--- src/rtl/logic_equiv_pkg.sv ---
// ============================================================================
// Module   : logic_equiv_pkg
// Purpose  : Shared scanner state encoding and legal parameter bounds.
// Revision : 1.0 - initial release
// ============================================================================
`default_nettype none

package logic_equiv_pkg;

  typedef enum logic [1:0] {
    S_IDLE = 2'd0,
    S_SCAN = 2'd1,
    S_DONE = 2'd2
  } scan_state_t;

  localparam int c_n_min = 1;
  localparam int c_n_max = 16;
  localparam int c_m_min = 1;
  localparam int c_m_max = 32;

endpackage

`default_nettype wire

--- src/rtl/logic_equiv_scan_counter.sv ---
// ============================================================================
// Module   : scan_counter
// Purpose  : N-bit stimulus up-counter with clear, enable and all-ones flag.
// Revision : 1.0 - initial release
// ============================================================================
`default_nettype none

module scan_counter #(
  parameter int W = 2
) (
  input  logic         clk,
  input  logic         rst,
  input  logic         i_clr,
  input  logic         i_en,
  output logic [W-1:0] o_count,
  output logic         o_tc
);

  logic [W-1:0] r_count;

  // Incrementing past all-ones wraps to zero, which is the idle vector.
  always_ff @(posedge clk) begin
    if (rst || i_clr) begin
      r_count <= '0;
    end else if (i_en) begin
      r_count <= r_count + W'(1);
    end
  end

  assign o_count = r_count;
  assign o_tc    = &r_count;

endmodule

`default_nettype wire

--- src/rtl/logic_equiv_scanner.sv ---
// ============================================================================
// Module   : logic_equiv_scanner
// Purpose  : Exhaustive equivalence scan of two combinational implementations.
//            Optional macro STOP_ON_FAIL_EN ends the scan at the first mismatch.
// Revision : 1.0 - initial release
// ============================================================================
`default_nettype none

module logic_equiv_scanner
  import logic_equiv_pkg::*;
#(
  parameter int N = 2,
  parameter int M = 1
) (
  input  logic         clk,
  input  logic         reset,
  input  logic         start,
  output logic [N-1:0] vec_o,
  input  logic [M-1:0] resp_a,
  input  logic [M-1:0] resp_b,
  output logic         busy,
  output logic         done,
  output logic         pass,
  output logic [N:0]   err_count,
  output logic         first_fail_valid,
  output logic [N-1:0] first_fail_vec
);

  if (N < c_n_min || N > c_n_max || M < c_m_min || M > c_m_max) begin : g_param_check
    $error("logic_equiv_scanner: N or M outside the supported range");
  end

  scan_state_t  r_state;
  logic         r_busy;
  logic         r_done;
  logic         r_pass;
  logic [N:0]   r_err_count;
  logic         r_ff_valid;
  logic [N-1:0] r_ff_vec;

  logic [N-1:0] w_vec;
  logic         w_tc;
  logic         w_scan;
  logic         w_mismatch;
  logic         w_stop;
  logic         w_finish;
  logic [N:0]   w_err_next;

  assign w_scan     = (r_state == S_SCAN);
  assign w_mismatch = (resp_a != resp_b);
  assign w_err_next = r_err_count + {{N{1'b0}}, w_mismatch};

`ifdef STOP_ON_FAIL_EN
  assign w_stop = w_scan && w_mismatch;
`else
  assign w_stop = 1'b0;
`endif

  assign w_finish = w_scan && (w_tc || w_stop);

  // An early stop clears the counter so DONE presents the idle vector.
  scan_counter #(
    .W (N)
  ) u_counter (
    .clk     (clk),
    .rst     (reset),
    .i_clr   (w_stop),
    .i_en    (w_scan),
    .o_count (w_vec),
    .o_tc    (w_tc)
  );

  always_ff @(posedge clk) begin
    if (reset) begin
      r_state     <= S_IDLE;
      r_busy      <= 1'b0;
      r_done      <= 1'b0;
      r_pass      <= 1'b0;
      r_err_count <= '0;
      r_ff_valid  <= 1'b0;
      r_ff_vec    <= '0;
    end else begin
      unique case (r_state)
        S_IDLE: begin
          r_done <= 1'b0;
          if (start) begin
            r_state     <= S_SCAN;
            r_busy      <= 1'b1;
            r_pass      <= 1'b0;
            r_err_count <= '0;
            r_ff_valid  <= 1'b0;
            r_ff_vec    <= '0;
          end
        end
        S_SCAN: begin
          if (w_mismatch) begin
            r_err_count <= w_err_next;
            if (!r_ff_valid) begin
              r_ff_valid <= 1'b1;
              r_ff_vec   <= w_vec;
            end
          end
          // The verdict includes the vector compared on this same edge.
          if (w_finish) begin
            r_state <= S_DONE;
            r_done  <= 1'b1;
            r_pass  <= (w_err_next == '0);
          end
        end
        S_DONE: begin
          r_state <= S_IDLE;
          r_done  <= 1'b0;
          r_busy  <= 1'b0;
        end
        default: begin
          r_state <= S_IDLE;
          r_done  <= 1'b0;
          r_busy  <= 1'b0;
        end
      endcase
    end
  end

  assign vec_o            = w_vec;
  assign busy             = r_busy;
  assign done             = r_done;
  assign pass             = r_pass;
  assign err_count        = r_err_count;
  assign first_fail_valid = r_ff_valid;
  assign first_fail_vec   = r_ff_vec;

endmodule

`default_nettype wire

--- config.mk ---
export PLATFORM = sky130hd
export DESIGN_NAME = logic_equiv_scanner
export DESIGN_NICKNAME = d
export VERILOG_FILES = /design/src/rtl/logic_equiv_pkg.sv /design/src/rtl/logic_equiv_scan_counter.sv /design/src/rtl/logic_equiv_scanner.sv
export SDC_FILE = /design/constraint.sdc
export NUM_CORES = 1
export LEC_CHECK = 0
export BUFFER_PORTS_ARGS = -buffer_cell sky130_fd_sc_hd__buf_2
export CORE_AREA = 2 2 39 41
export CTS_BUF_LIST = sky130_fd_sc_hd__clkbuf_8
export CTS_CLUSTER_SIZE = 25
export DETAILED_ROUTE_END_ITERATION = 8
export DIE_AREA = 0 0 41 43
export GPL_TIMING_DRIVEN = 0
export PLACE_DENSITY = 0.69
export SLEW_MARGIN = 20
export SYNTH_ARGS = -nofsm -noshare
export SYNTH_HDL_FRONTEND = slang
export SYNTH_SLANG_ARGS = --single-unit
--- constraint.sdc ---
create_clock -name clk -period 1.7 [get_ports clk]
set_input_delay 0.085 -clock clk [delete_from_list [all_inputs] [get_ports clk]]
set_output_delay 0.085 -clock clk [all_outputs]
set_load 0.03 [all_outputs]
* After elaboration in Yosys (flattened, before gate mapping)
Cells that the tools add are included.
** Storage, ports and cells
- Input bits :: 5
- Word-level logic and storage cells :: 45
- Flip-flop bits (word level) :: 13
- Output and inout port bits :: 11
** Operators by class
- Eq/ne operators :: 6
- Add/subtract/negate cells :: 2
- Reductions and logical operators :: 11
- Multiplexer cells :: 17
- Bitwise operators :: 1
** Operators with widths (number)
- 2-bit two-way mux :: 5
- 2-bit one-hot mux with 2 select lines :: 2
- 3-bit two-way mux :: 2
- 1-bit one-hot mux with 2 select lines :: 3
- 3-bit one-hot mux with 2 select lines :: 1
- 2-bit AND reduction :: 3
- 3-bit AND reduction :: 2
- 1-bit two-way mux :: 4
- 2-bit by 1-bit inequality test with 1-bit output, second input constant :: 2
- 2-bit inequality test, second input constant :: 2
- 4-bit AND reduction :: 1
- 3-bit by 1-bit adder with 3-bit output :: 1
- 3-bit zero test :: 1
- 2-bit by 1-bit adder with 2-bit output, second input constant :: 1
- 2-bit by 1-bit equality test with 1-bit output, second input constant :: 1
- 2-bit zero test :: 1
- 2-bit nonzero test :: 1
- 2-bit OR reduction :: 1
- 1-bit logical AND :: 1
- 1-bit inequality test :: 1
- 1-bit inverter :: 1

* Logic depth before layout (Yosys ltp)
Gate-level depths: netlist (run 1).
- Depth after elaboration :: 5
- Gate-level depth with buffers :: 7
- Mapped depth without buffers :: 7

* Modules after synthesis
From an unflattened synthesis (run 1), not the netlist that was laid out.
** Second synthesis, totals
- Cell total of the unflattened synthesis :: 63
- Area total of the unflattened synthesis :: 601.8 µm²
** Modules (own cells, without submodules)
- logic_equiv_scanner :: times used 1, sequential area each 220.2 µm², cells each 56, area an instance 510.5 µm²
- scan_counter :: times used 1, sequential area each 40.0 µm², cells each 7, area an instance 91.3 µm²

* Worst setup path before layout (run 1)
OpenSTA, ideal clock, no wires.
- Kind :: flip-flop to flip-flop
- Start :: register r_err_count[0], in the netlist err_count[0]
- End :: register r_err_count[2], in the netlist err_count[2]
- Stages on the path, launching flop included :: 5
- Buffers on the path :: 0
- Arrival :: 1390 ps
- Data required time :: 1579 ps
- Setup time :: 121 ps
- Slack :: 190 ps
- Period minus slack after synthesis :: 1510 ps
- Cells stage by stage :: dfxtp_1 ha_1 ha_1 nor3b_1 mux2_2
** On the way
- Cells in the longest elaborated chain, start to end :: 3
** Ends and longest elaborated chain
- start: declaration :: line logic_equiv_scanner.sv:37 : logic [N:0] r_err_count;
- start signal: assignment :: line logic_equiv_scanner.sv:97 : r_err_count <= w_err_next;
- 3-bit by 1-bit adder with 3-bit output :: line logic_equiv_scanner.sv:51 : assign w_err_next = r_err_count + {{N{1'b0}}, w_mismatch};
- 3-bit two-way mux :: line logic_equiv_scanner.sv:96 : if (w_mismatch) begin
- 3-bit one-hot mux with 2 select lines :: line logic_equiv_scanner.sv:83 : unique case (r_state)
Every way passes these cells. The select of a mux whose other input is x is not followed.
A chain may end at the register's enable or synchronous reset.

* Worst setup path in the final report (run 1)
- Start :: input port resp_b
- End :: register r_err_count[1], in the netlist err_count[1]
** On the way
- Cells in the longest elaborated chain, start to end :: 4
- Elaborated cells on any way between the ends :: 6
- Classes of those cells :: 1 x add/sub; 2 x eq/ne; 2 x mux; 1 x reduce/logical
** Ends and longest elaborated chain
- start: declaration :: line logic_equiv_scanner.sv:20 : input logic [M-1:0] resp_b,
- 1-bit inequality test (*) :: line logic_equiv_scanner.sv:50 : assign w_mismatch = (resp_a != resp_b);
- 3-bit by 1-bit adder with 3-bit output :: line logic_equiv_scanner.sv:51
- 3-bit two-way mux :: line logic_equiv_scanner.sv:96
- 3-bit one-hot mux with 2 select lines :: line logic_equiv_scanner.sv:83
Every way passes the cells marked *; elsewhere a longest branch is shown, timed or not. The select of a mux whose other input is x is not followed.

==> results by group, run 1 <==
Critical path
  • CP Data Required Time: 1830 ps
  • Most used cell, CP: ha_1
  • Flop2flop setup slack: 340 ps
  • WP buf/inv: 2
  • Crit path max-delay family: adder cells
  • CP Data Arrival Time: 1610 ps
  • Crit. End Element: flip-flop
  • Crit path max fanout: 7
  • CP startpoint kind: primary input
  • Largest stage delay on the critical path: 430 ps
  • Crit path max-delay cell type: xnor2_1
  • WS Path Type: in -> reg
  • Worst path cell trace: buf_2 > xnor2_1 > inv_1 > ha_1 > ha_1 > nor4b_1 > a31o_2

Yosys
  • Largest area contributor in the netlist: dfxtp_1
  • Post-synthesis cell area: 591 um^2
  • Post-synth top area share: 44.1%
  • #FFs+latches synth: 13
  • Syn Area/Cell: 9.84 um^2
  • Share of the yosys chip area belonging to registers: 44.1%
  • Async set-reset flop share out of synthesis: 0%
  • EDFF count, synth: 0
  • Top_reg_cell synth: dfxtp_1
  • Synth cell count leaders: 13 x dfxtp_1, 7 x nor2_1, 5 x nor3_1
  • Syn Nets: 68
  • Yosys cell types: 22
  • Mapped Cells: 60
  • Top-count cell post-synth: dfxtp_1
  • Synth warnings: 0
  • Most area-consuming cells after synthesis: dfxtp_1 44%, ha_1 6.4%, nor2_1 4.4%, nand2b_1 4.2%, nor3_1 4.2%

Route
  • Detailed-route via count: 495
  • 1st-iter DRT viols: 15
  • DRT met1 WL: 498 um
  • Pre-antenna DRT Iters: 4
  • Antenna-violating nets left: 0
  • Routed vias/inst: 5.21
  • DR WL/cell: 11.1 um
  • Met2 WL: 502 um
  • DRT Wirelength: 1.06 mm
  • Met3 wire length: 32 um
  • DRC viols: 0
  • Top sig layer: met4

Min path
  • Worst min path class: in -> reg

Placement
  • HPWL Detailed: 809 um
  • Placement Setup Slack: -24.8 ps
  • Buffers on Ports: 15
  • Placer Congestion: 0.787
  • Post-Place Cell Area: 686 um^2

Final layout
  • Post-layout nets: 88
  • Area of the multi-input gates: 308 um^2
  • Share of cells above drive strength 1: 31.6%
  • Layout area overhead: 23.9%
  • Fillers: 132
  • N_diodes: 0
  • Post-route cell area: 732 um^2
  • Sequential cell area: 260 um^2

Timing
  • Final worst-path cycle share: 86.6%
  • Slew headroom: 65.9%
  • Minimum clock period: 1470 ps
  • Worst slew pin tran: 507 ps
  • Worst setup margin: 228 ps
  • Final Hold Viols: 0
  • Hold slack: 184 ps
  • Max-slew violation count: 0
  • Max Freq: 679 MHz
  • Count of final setup violators: 0
  • Clock skew after layout: 4.44 ps
  • Unrepaired setup endpoints after global routing: no

Clock network
  • Cts-stage hold buffer count: 0
  • Resized cells post-CTS: 0
  • CTS tree: built
  • Root buffer cell: clkbuf_8
  • Clock Latency Late Sink: 240 ps
  • Htree depth: 1
  • Post-CTS setup buffer count: 0
  • Inserted Clock Buffers: 3
  • CTS Sinks: 13
  • Reg clk slew, reported paths: 60 ps
  • Max clock buf depth: 2

Floorplanning
  • Die area: 1760 um^2
  • Die height: 43 um
  • Starting density of the core: 42.7%
  • I/O pin count: 16
  • Die X: 41 um
  • Core ar.: 1380 um^2
  • Std cell rows: 14

Global route
  • Vias in the first global route: 419
  • Largest net degree at the start of global routing: 11
  • Antenna violations before repair: 0
  • Gr ovfl total: 0
  • GRT Util Overall: 15.2%
  • First-pass GRT wire length: 1.77 mm

Pwr
  • Leak: 0.338 nW
  • Pwr dens: 961 nW/um^2
  • VDD IR max: 0.489 mV

Run status
  • Outcome: finished clean

Run
  • Number of max-cap violations: 0
==> cells in the final DEF (no fill, tap or decap), types with 3 or more instances in the layout <==
cell type,n
nor3b_1,3
ha_1,3
dfxtp_1,13
nor3_1,5
nor2_1,7
nand2b_1,4
clkbuf_8,3
buf_2,15
==> sequential cells by signal, summed over array words and instances, names as in the netlist <==
name	flops
pass	1
u_counter.o_count	2
err_count	3
first_fail_valid	1
done	1
first_fail_vec	2
r_state	2
busy	1
==> metal layers <==
layer / track usage (%) / vias up
met5: 0 / -
met4: 10.0 / 0
met3: 4.71 / 2
met2: 20.6 / 11
met1: 19.9 / 231
li1: - / 251
==> kinds of logic (layout without fill, tap and decap cells) <==
kind of cell | count (synthesis) | in the layout | share of synthesized area [%]
AND/OR/NAND/NOR | 27 | 27 | 26.9
flip-flops | 13 | 13 | 44.1
AO/OA/AOI/OAI | 7 | 7 | 9.11
buffers and inverters | 4 | 23 | 3.81
adder cells (fa/ha/maj) | 3 | 3 | 6.36
XOR/XNOR | 3 | 3 | 4.45
multiplexers | 3 | 3 | 5.30
==> power by group <==
part	internal [mW]	total (mW)	switching (mW)
Sequential	0.317	0.329	0.0117
Combinational	0.0402	0.103	0.0626
Clock	0.162	0.272	0.110
Total	0.519	0.704	0.184
==> per-stage QoR <==
step / TNS (ps) / cells / total power [mW] / utilization [%]
detailed placement: -58.1 / 91 / 0.439 / 49.5
floorplan: 0 / 60 / 0.410 / -
global route: 0 / 95 / 0.736 / 52.9
CTS: 0 / 95 / 0.716 / 52.9
global placement: -30.5 / 91 / 0.438 / 49.5
finish: 0 / 95 / 0.704 / 52.9
==> path summary, 6_finish.rpt <==
check,to,from,cells past startpoint
min,pass,start,4
min reg2reg,first_fail_vec[1],first_fail_vec[1],1
max,err_count[1],resp_b,7
max reg2reg,err_count[2],err_count[0],4
==> worst register-to-register path: stages, from the launching register on <==
cell and delay (ps):
dfxtp_1 350, ha_1 170, ha_1 170, nor3b_1 210, mux2_2 350
==> final cells by class <==
type                       instances  area share (%)
multi-input combinational         43            42.1
sequential                        13            35.6
timing repair buffer              15            10.3
clock buffer                       3            5.64
tap                               16            2.74
buffer                             2            2.05
inverter                           2            1.03
clock inverter                     1           0.684
No activity file was read; power rests on OpenSTA's default activity.
==> run 2: changes to the inputs <==
--- a/config.mk
+++ b/config.mk
@@ -6,13 +6,14 @@
 export NUM_CORES = 1
 export LEC_CHECK = 0
 export BUFFER_PORTS_ARGS = -buffer_cell sky130_fd_sc_hd__buf_2
-export CORE_AREA = 2 2 39 41
+export CORE_MARGIN = 2
+export CORE_UTILIZATION = 25
 export CTS_BUF_LIST = sky130_fd_sc_hd__clkbuf_8
+export CTS_CLUSTER_DIAMETER = 120
 export CTS_CLUSTER_SIZE = 25
 export DETAILED_ROUTE_END_ITERATION = 8
-export DIE_AREA = 0 0 41 43
 export GPL_TIMING_DRIVEN = 0
-export PLACE_DENSITY = 0.69
+export PLACE_DENSITY = 0.44
 export SLEW_MARGIN = 20
 export SYNTH_ARGS = -nofsm -noshare
 export SYNTH_HDL_FRONTEND = slang
==> constraint.sdc (replaced) <==
create_clock -name clk -period 1.6 [get_ports clk]
set_input_delay 0.08 -clock clk [delete_from_list [all_inputs] [get_ports clk]]
set_output_delay 0.08 -clock clk [all_outputs]
set_load 0.03 [all_outputs]
==> results by group, run 2 (synthesis gave the netlist of run 1 again) <==
Floorplanning
  • Die area: 2770 um^2 (was 1760 um^2)
  • Std cell rows: 17 (was 14)
  • Core ar.: 2230 um^2 (was 1380 um^2)
  • Die height: 52.6 um (was 43 um)
  • Starting density of the core: 26.4% (was 42.7%)
  • Die X: 52.6 um (was 41 um)
  • I/O pin count: 16 (unchanged)

Pwr
  • Pwr dens: 1000 nW/um^2 (was 961 nW/um^2)
  • Clock network fraction of design power: 38.5% (was 38.6%)
  • Total power: 0.754 mW (was 0.704 mW)
  • Leak: 0.345 nW (was 0.338 nW)
  • Share of power burned in registers: 46.4% (was 46.8%)
  • VDD IR max: 0.372 mV (was 0.489 mV)
  • Switching Share: 26.9% (was 26.2%)
  • Net Switching: 0.203 mW (was 0.184 mW)
  • Gate power share: 15.1% (was 14.6%)
  • Internal power: 0.551 mW (was 0.519 mW)

Clock network
  • Clock Latency Late Sink: 240 ps (about the same)
  • Reg clk slew, reported paths: 60 ps (about the same)
  • CTS Sinks: 13 (unchanged)
  • Max clock buf depth: 2 (unchanged)
  • Htree depth: 1 (unchanged)
  • CTS tree: built (unchanged)
  • Root buffer cell: clkbuf_8 (unchanged)
  • Cts-stage hold buffer count: 0 (unchanged)
  • Inserted Clock Buffers: 3 (unchanged)

Final layout
  • Area of the multi-input gates: 315 um^2 (was 308 um^2)
  • Share of cells above drive strength 1: 31.6% (unchanged)
  • Most frequent cells in the layout: 15 x buf_2, 13 x dfxtp_1, 7 x nor2_1, 5 x nor3_1, 4 x nand2b_1 (unchanged)
  • Most common cell after layout, fill and taps aside: buf_2 (unchanged)
  • Max reg flops: 3 (unchanged)
  • Fillers: 249 (was 132)
  • Layout area overhead: 27.5% (was 23.9%)
  • N_diodes: 0 (unchanged)
  • Post-route cell area: 753 um^2 (was 732 um^2)
  • Finished Layout Cells: 107 (was 95)
  • Sequential cell area: 260 um^2 (unchanged)
  • Post-layout nets: 88 (unchanged)

Critical path
  • Crit. End Element: flip-flop (unchanged)
  • CP Data Arrival Time: 1480 ps (was 1610 ps)
  • CP Data Required Time: 1730 ps (was 1830 ps)
  • WP depth: 4 (was 7)
  • CP startpoint kind: flip-flop (was primary input)
  • WP buf/inv: 0 (was 2)
  • Worst path cell trace: ha_1 > ha_1 > nor3b_1 > mux2_2 (was buf_2 > xnor2_1 > inv_1 > ha_1 > ha_1 > nor4b_1 > a31o_2)
  • WS Path Type: reg -> reg (was in -> reg)
  • Crit path max-delay cell type: dfxtp_1 (was xnor2_1)
  • Largest stage delay on the critical path: 350 ps (was 430 ps)
  • Crit path max fanout: 3 (was 7)
  • Reg2Reg Depth: 4 (unchanged)
  • Crit path max-delay family: flip-flops (was adder cells)
  • Most used cell, CP: ha_1 (unchanged)

Placement
  • Post-Place Cell Area: 701 um^2 (was 686 um^2)
  • Buffers on Ports: 15 (unchanged)
  • HPWL Detailed: 934 um (was 809 um)
  • Cell count after placement: 103 (was 91)
  • Placer Congestion: 0.727 (was 0.787)

Timing
  • Final Hold Viols: 0 (unchanged)
  • Unrepaired setup endpoints after global routing: no (unchanged)
  • Hold slack: 195 ps (was 184 ps)
  • Count of final setup violators: 0 (unchanged)
  • Clock skew after layout: 5.73 ps (was 4.44 ps)
  • Worst slew pin tran: 448 ps (was 507 ps)
  • Max Freq: 742 MHz
  • Final worst-path cycle share: 84.2%
  • Max-slew violation count: 0 (unchanged)
  • Minimum clock period: 1350 ps
  • Setup TNS: 0 ps (unchanged)
  • Slew headroom: 70.2% (was 65.9%)

Global route
  • GRT Util Overall: 10.5% (was 15.2%)
  • First-pass GRT wire length: 2.08 mm (was 1.77 mm)
  • Gr ovfl total: 0 (unchanged)
  • Antenna violations before repair: 0 (unchanged)
  • Vias in the first global route: 462 (was 419)
  • Largest net degree at the start of global routing: 11 (unchanged)

Route
  • Detailed-route via count: 507 (was 495)
  • Antenna-violating nets left: 0 (unchanged)
  • DRT Wirelength: 1.25 mm (was 1.06 mm)
  • Pre-antenna DRT Iters: 4 (unchanged)
  • DRC viols: 0 (unchanged)
  • 1st-iter DRT viols: 4 (was 15)
  • DR WL/cell: 11.7 um (was 11.1 um)
  • Routed vias/inst: 4.74 (was 5.21)

Run
  • Number of max-cap violations: 0 (unchanged)

Min path
  • Hold depth: 4 (unchanged)
  • Worst min path class: in -> reg (unchanged)

Run status
  • Outcome: finished clean (unchanged)
## run 2: final timing paths
check	startpoint	end	slack, ps
setup / recovery	err_count[0]	err_count[2]	250
hold / removal	start	pass	200
setup reg to reg	err_count[0]	err_count[2]	250
hold reg to reg	pass	pass	470
## run 2: through the flow
stage	worst slack [ps]	util (%)
after detailed placement	-125	31.4
after CTS	117	33.4
after global placement	-126	31.4
final	252	33.7
after floorplan	89.7	-
after global routing	104	33.7
## run 2: metal layers
layer	wire, um	up-vias	global-route usage, %
met5	0	-	0
met4	16	0	6.41
met3	45	2	2.57
met2	543	9	14.6
met1	649	243	14.4
li1	-	253	-
## run 2: final cells by class
type,count,area share (%)
inverter,2,0.997
multi-input combinational,43,41.9
clock inverter,1,0.498
buffer,2,1.99
tap,28,4.65
clock buffer,3,5.48
timing repair buffer,15,9.97
sequential,13,34.6
## run 2: worst min-delay path, stage by stage
cell and delay, ps:
buf_2 90, mux2i_1 60, nor2_1 90, o2bb2ai_1 60
## run 2: power groups by stage
stage	registers, mW	clock network, mW	logic, mW
2_1_floorplan	0.376	0	0.0596
3_5_place_dp	0.357	0	0.113
5_1_grt	0.352	0.310	0.126
6_report	0.350	0.290	0.114
4_1_cts	0.350	0.297	0.114
3_3_place_gp	0.357	0	0.112
## run 2: what timing repair did
action | CTS | global route
resized for setup | 0 | 1
buffers inserted | 0 | 0
endpoints found under the setup margin | 0 | 3
